### src/rtl/serial_add.sv
// serial_add: bit-serial WIDTH-bit adder built on one full_add cell.
//   clk, rst_n      : clock, asynchronous active-low reset
//   start           : begin an addition (sampled in IDLE only)
//   a_in, b_in, cin : operands and carry-in, captured on the accepting edge
//   busy            : high while bits are being processed
//   done            : one-cycle completion pulse
//   sum_out         : sum of the last completed addition (held)
//   cout_out        : carry-out of the last completed addition (held)
// One bit pair is added per clock, LSB first; the carry is fed back
// through a register.

// full_add: 1-bit full adder cell.
//   a, b, cin : addend bits and carry-in
//   sum, cout : sum bit and carry-out
module full_add (
  input  logic a,
  input  logic b,
  input  logic cin,
  output logic sum,
  output logic cout
);
  assign sum  = a ^ b ^ cin;
  assign cout = (a & b) | (cin & (a ^ b));
endmodule

module serial_add #(
  parameter int unsigned WIDTH = 8
) (
  input  logic             clk,
  input  logic             rst_n,
  input  logic             start,
  input  logic [WIDTH-1:0] a_in,
  input  logic [WIDTH-1:0] b_in,
  input  logic             cin,
  output logic             busy,
  output logic             done,
  output logic [WIDTH-1:0] sum_out,
  output logic             cout_out
);

  localparam int unsigned CNT_W = (WIDTH > 1) ? $clog2(WIDTH) : 1;

  typedef enum logic [1:0] {
    IDLE  = 2'd0,
    SHIFT = 2'd1,
    DONE  = 2'd2
  } state_e;

  state_e             state_q, state_d;
  logic [WIDTH-1:0]   a_sr_q, a_sr_d;
  logic [WIDTH-1:0]   b_sr_q, b_sr_d;
  // Holds the WIDTH-1 sum bits produced so far; the MSB comes straight
  // from the adder on the last cycle, so no extra flop is needed for it.
  logic [WIDTH-2:0]   s_sr_q, s_sr_d;
  logic               carry_q, carry_d;
  logic [CNT_W-1:0]   cnt_q, cnt_d;
  logic [WIDTH-1:0]   sum_q, sum_d;
  logic               cout_q, cout_d;
  logic               busy_q, busy_d;
  logic               done_q, done_d;

  logic               fa_sum_c;
  logic               fa_cout_c;
  logic [WIDTH-1:0]   s_next_c;

  // Per-bit datapath
  full_add u_full_add (
    .a    (a_sr_q[0]),
    .b    (b_sr_q[0]),
    .cin  (carry_q),
    .sum  (fa_sum_c),
    .cout (fa_cout_c)
  );

  // Sum register after inserting the current bit at the top
  assign s_next_c = {fa_sum_c, s_sr_q};

  // Next-state and datapath control
  always_comb begin
    state_d = state_q;
    a_sr_d  = a_sr_q;
    b_sr_d  = b_sr_q;
    s_sr_d  = s_sr_q;
    carry_d = carry_q;
    cnt_d   = cnt_q;
    sum_d   = sum_q;
    cout_d  = cout_q;
    busy_d  = 1'b0;
    done_d  = 1'b0;

    case (state_q)
      IDLE: begin
        if (start) begin
          a_sr_d  = a_in;
          b_sr_d  = b_in;
          carry_d = cin;
          cnt_d   = '0;
          state_d = SHIFT;
        end
      end
      SHIFT: begin
        a_sr_d  = a_sr_q >> 1;
        b_sr_d  = b_sr_q >> 1;
        s_sr_d  = s_next_c[WIDTH-1:1];
        carry_d = fa_cout_c;
        if (cnt_q == CNT_W'(WIDTH - 1)) begin
          sum_d   = s_next_c;
          cout_d  = fa_cout_c;
          state_d = DONE;
        end else begin
          cnt_d = cnt_q + CNT_W'(1);
        end
      end
      DONE: begin
        state_d = IDLE;
      end
      default: begin
        state_d = IDLE;
      end
    endcase

    // Status outputs are registered from the state being entered
    busy_d = (state_d == SHIFT);
    done_d = (state_d == DONE);
  end

  // State and datapath registers
  always_ff @(posedge clk or negedge rst_n) begin
    if (!rst_n) begin
      state_q <= IDLE;
      a_sr_q  <= '0;
      b_sr_q  <= '0;
      s_sr_q  <= '0;
      carry_q <= 1'b0;
      cnt_q   <= '0;
      sum_q   <= '0;
      cout_q  <= 1'b0;
      busy_q  <= 1'b0;
      done_q  <= 1'b0;
    end else begin
      state_q <= state_d;
      a_sr_q  <= a_sr_d;
      b_sr_q  <= b_sr_d;
      s_sr_q  <= s_sr_d;
      carry_q <= carry_d;
      cnt_q   <= cnt_d;
      sum_q   <= sum_d;
      cout_q  <= cout_d;
      busy_q  <= busy_d;
      done_q  <= done_d;
    end
  end

  assign busy     = busy_q;
  assign done     = done_q;
  assign sum_out  = sum_q;
  assign cout_out = cout_q;

endmodule

### config.mk
export PLATFORM = sky130hd
export DESIGN_NAME = serial_add
export DESIGN_NICKNAME = d
export VERILOG_FILES = /design/src/rtl/serial_add.sv
export SDC_FILE = /design/constraint.sdc
export NUM_CORES = 1
export LEC_CHECK = 0
export CAP_MARGIN = 20
export CORE_UTILIZATION = 35
export CTS_BUF_LIST = sky130_fd_sc_hd__clkbuf_16
export DETAILED_ROUTE_END_ITERATION = 8
export GPL_TIMING_DRIVEN = 0
export PLACE_DENSITY = 0.6
export SLEW_MARGIN = 20
export SYNTH_ARGS = -nofsm -noshare
export SYNTH_HDL_FRONTEND = slang
export SYNTH_HIERARCHICAL = 1
export SYNTH_SLANG_ARGS = --single-unit
### constraint.sdc
create_clock -name clk -period 1.9 [get_ports clk]
set_input_delay 0.38 -clock clk [delete_from_list [all_inputs] [get_ports clk]]
set_output_delay 0.38 -clock clk [all_outputs]
set_load 0.01 [all_outputs]
### Yosys cells after proc, flatten, opt, wreduce, memory -nomap -nowiden

Index checks and enable logic that the tools add are counted.
W data, S select, Z words.

| storage, ports and cells | value |
|---|---|
| register bits | 40 |
| bits in latches | 0 |
| RAM bits | 0 |
| memory bits (read-only) | 0 |
| bits of input ports | 20 |
| output and inout bits | 11 |
| logic and storage cells | 39 |
| memories | 0 |

| cells by class | value |
|---|---|
| add/sub/neg operators | 1 |
| $mul | 0 |
| div/mod/pow operators | 0 |
| magnitude comparators | 0 |
| eq/ne operators | 6 |
| shift-type cells | 0 |
| multiplexer cells | 12 |
| bitwise operators | 5 |
| reductions and logical operators | 5 |

Operators by type and width:

| cell | number |
|---|---|
| $pmux W8 S2 | 2 |
| $mux W8 | 2 |
| $mux W3 | 2 |
| $pmux W3 S2 | 1 |
| $eq A2 B1 Y1 const B | 2 |
| $mux W2 | 2 |
| $ne A2 B2 Y1 const B | 2 |
| $pmux W2 S2 | 1 |
| $reduce_and A2 Y1 | 2 |
| $add A3 B1 Y3 const B | 1 |
| $eq A3 B3 Y1 const B | 1 |
| $reduce_and A3 Y1 | 1 |
| $and A1 B1 Y1 | 2 |
| $eq A2 B2 Y1 const B | 1 |
| $logic_not A2 Y1 | 1 |
| $pmux W1 S2 | 1 |
| $reduce_bool A2 Y1 | 1 |
| $xor A1 B1 Y1 | 2 |
| $mux W1 | 1 |
| $or A1 B1 Y1 | 1 |

### Logic depth before layout (Yosys ltp)

Gate-level depths: netlist (run 1).

| logic depth | value |
|---|---|
| depth after elaboration | 4 |
| gate-level depth with buffers | 5 |
| depth with buffers taken out | 5 |

### Modules after synthesis

The synthesis (run 1) kept the hierarchy.

By module, submodules not included:

| module | instances | cells an instance | area an instance (µm²) | seq. area each (µm²) |
|---|---|---|---|---|
| serial_add | 1 | 158 | 1741.7 | 1001.0 |
| full_add | 1 | 1 | 20.0 | 0.0 |

### Worst setup path before layout (run 1)

OpenSTA, ideal clock, no wires.

| path | value |
|---|---|
| kind | register to register |
| start point | register cnt_q[0] |
| end point | register sum_q[0], in the netlist sum_out[0] |
| library setup time | 0.125 ns |
| data arrival time | 1.331 ns |
| required time | 1.775 ns |
| slack | 0.444 ns |
| stages on the path, launching flop included | 6 |
| path buffers | 0 |
| period minus slack after synthesis | 1.456 ns |
| cells stage by stage | dfrtp_1 ha_1 ha_1 nand2_8 inv_8 mux2_4 |

| between the ends | value |
|---|---|
| longest elaborated chain between the ends | 2 |

Ends and longest elaborated chain:

| what | RTL line | RTL |
|---|---|---|
| start: declaration | 56 | `logic [CNT_W-1:0] cnt_q, cnt_d;` |
| start signal: assignment | 146 | `cnt_q <= cnt_d;` |
| $eq A3 B3 Y1 | 106 | `if (cnt_q == CNT_W'(WIDTH - 1)) begin` |
| $reduce_and A2 Y1 (no line) | -- |  |
| end signal: assignment | 147 | `sum_q <= sum_d;` |
| end: declaration | 57 | `logic [WIDTH-1:0] sum_q, sum_d;` |

No other way between the ends.
A chain may end at the register's enable or synchronous reset.

### Worst setup path after layout (run 1)

Ends and elaborated chain as after synthesis.

==> results.json, run 1 <==
{
  "cts_made_buffers": 5,
  "initial_core_util_pct": 36.8,
  "cpMostUsedCell": "ha_1",
  "chipWidth_um": 72.9,
  "num_io_pins": 31,
  "finalMaxSlewViolations": 0,
  "grt_max_degree": 24,
  "cts_buffer_depth": 2,
  "grt_pass1_vias": 1384,
  "overflow": 0,
  "cp.arrival_ps": 1810,
  "cts_tree": "yes",
  "dr.pass1.iters": 4,
  "n_antenna_cell": 0,
  "ctsResizeCount": 0,
  "drc_errors": 0,
  "hp-class": "primary input to async pin",
  "hpwl_um": 2670,
  "synth-async-reset-ratio_pct": 100,
  "synth_edf_count": 0,
  "rsz0062_at_grt": "no",
  "die-area_um2": 5320,
  "crit_family": "adder cells",
  "ff2ff_path_depth": 5,
  "final_antenna_net_count": 0,
  "clock_sinks": 40,
  "cp_max_fo": 7,
  "crit_buf_inv": 1,
  "start_kind": "flip-flop",
  "layout_common_cells": "dfrtp_1 (40), o22ai_1 (30), clkdlybuf4s50_1 (28)",
  "antenna_found_initial": 0,
  "power_density_nw_per_um2": 1560,
  "crit_path_end_kind": "flip-flop",
  "cp.depth": 5,
  "cts-root-buf": "clkbuf_16",
  "fillers": 443,
  "dieHeight_um": 72.9,
  "core_um2": 4790,
  "hold_violations": 0,
  "synth-main-ff-cell": "dfrtp_1",
  "ys_ff_latch": 40,
  "cts_setup_buffers": 0,
  "syn_nets": 182,
  "grt.total_usage_pct": 16.1,
  "cp_slowest_stage_delay_ps": 400,
  "synth.avg_cell_area_um2": 11.1,
  "instances_no_fill": 263,
  "drt_iter0_markers": 64,
  "worst-setup-path-type": "flip-flop to flip-flop",
  "drt_wl_total_um": 3730,
  "ir_drop_v": 0.000684,
  "setup_viol": 0,
  "synth_cell_types": 23,
  "syn_to_final_growth_pct": 30.1,
  "final_common_cell": "dfrtp_1",
  "yosysSeqAreaShare_pct": 56.8,
  "path_cells": "ha_1 -> ha_1 -> nand2_8 -> inv_8 -> mux2_4",
  "finalWorstPathRequiredPeriod_ps": 1640,
  "drv_cap": 0,
  "fmax_ghz": 0.609,
  "p_leak_uw": 0.00101,
  "slew_headroom_pct": 69.4,
  "worst_skew_pair.late_latency_ps": 280,
  "min_period_over_period_pct": 86.5,
  "syn_area_um2": 1760,
  "fin_worst_skew_ps": 2.15,
  "critPathSlowestCell": "dfrtp_1",
  "drive_above_1_share_pct": 13.8,
  "worstMarginPinSlew_ps": 459,
  "h-tree-depth": 2,
  "ctsHoldBuffers": 0,
  "required_ps": 2070,
  "outcome": "completed",
  "rows": 25,
  "grt_pass1_wl_um": 6330,
  "finalNetCount": 219,
  "routedWlPerCell_um": 14.2,
  "yosysWarningCount": 6,
  "synthCells": 159,
  "clk_pin_slew_ps": 50,
  "viasPerCell": 5.13,
  "io_buffers": 29,
  "placed_cells": 256,
  "vias": 1350,
  "gp_congestion": 0.810,
  "hold_ws_ps": 46.7
}
cell type report:
cell class | instances | area [um^2] | share of cell area, %
Timing Repair Buffer | 30 | 313 | 13.6
Sequential cell | 40 | 1000 | 43.7
Multi-Input combinational cell | 105 | 683 | 29.8
Clock inverter | 2 | 8.76 | 0.382
Tap cell | 67 | 83.8 | 3.66
Inverter | 5 | 26.3 | 1.15
Buffer | 9 | 51.3 | 2.24
Clock buffer | 5 | 125 | 5.46
through the flow:
stage	util (%)	setup WS (ps)	area (um^2)	power (uW)	TNS, ps
floorplan	-	444	1760	2340	0
global placement	44.6	-478	2140	2730	-19030
detailed placement	45.1	284	2160	2830	0
CTS	47.9	242	2290	3630	0
global route	47.9	181	2290	3850	0
finish	47.9	257	2290	3580	0
where the power goes:
group          switching (uW)  internal [uW]  total, uW
logic                     625            670       1300
registers                 284           1220       1510
clock network             307            471        777
total                    1220           2370       3580
state kept, by name, summed over array words and instances (netlist names):
| signal | flops |
|---|---|
| a_sr_q | 8 |
| b_sr_q | 8 |
| busy | 1 |
| carry_q | 1 |
| cnt_q | 3 |
| cout_out | 1 |
| done | 1 |
| s_sr_q | 7 |
| state_q | 2 |
| sum_out | 8 |
worst register-to-register path, cell delays in order, from the launching register on:
cell     delay, ps
dfrtp_1        400
ha_1           180
ha_1           400
nand2_8        140
inv_8          110
mux2_4         290
Yosys cell counts (2+ instances only):
master    instances  area, um^2
buf_2             5        25.0
mux2_4            9         135
clkbuf_1          2        7.51
a21oi_1          18        90.1
dfrtp_1          40        1000
a22oi_1           2        15.0
ha_1              2        25.0
o22ai_1          30         188
o21ai_0          10        50.1
nand2_1          25        93.8
inv_1             3        11.3
nor2_1            2        7.51
metal layers:
layer	vias up	track usage, %	share of wire (%)
li1	646	-	-
met3	2	5.52	4.8
met5	-	0	0
met1	662	19.1	45
met2	40	27.0	50
met4	0	5.66	0.19
cells by family (layout without fill, tap and decap cells):
| kind of cell | after synthesis | in the layout | share of synthesized area (%) |
|---|---|---|---|
| AOI/OAI and AO/OA | 60 | 60 | 19.5 |
| adders and majority gates | 3 | 3 | 2.56 |
| buffers and inverters | 14 | 51 | 4.40 |
| DFF | 40 | 40 | 56.8 |
| muxes | 9 | 9 | 7.67 |
| and+or+nand+nor | 33 | 33 | 9.09 |
final timing paths:
check                      startpoint         end  slack [ps]
min                             rst_n    cnt_q[2]          50
max in group asynchronous       rst_n   a_sr_q[1]        1390
max reg2reg                  cnt_q[0]  sum_out[0]         260
min reg2reg                 s_sr_q[0]   s_sr_q[0]         480
min in group clk            s_sr_q[0]   s_sr_q[0]         480
max                          cnt_q[0]  sum_out[0]         260
Note: power is estimated with default switching activity, not from simulation.
==> run 2, diff against run 1 <==
ABC_AREA = 0   (was unset)
==> results of run 2 <==
Final layout, timing and power as in run 1 (identical DEF).
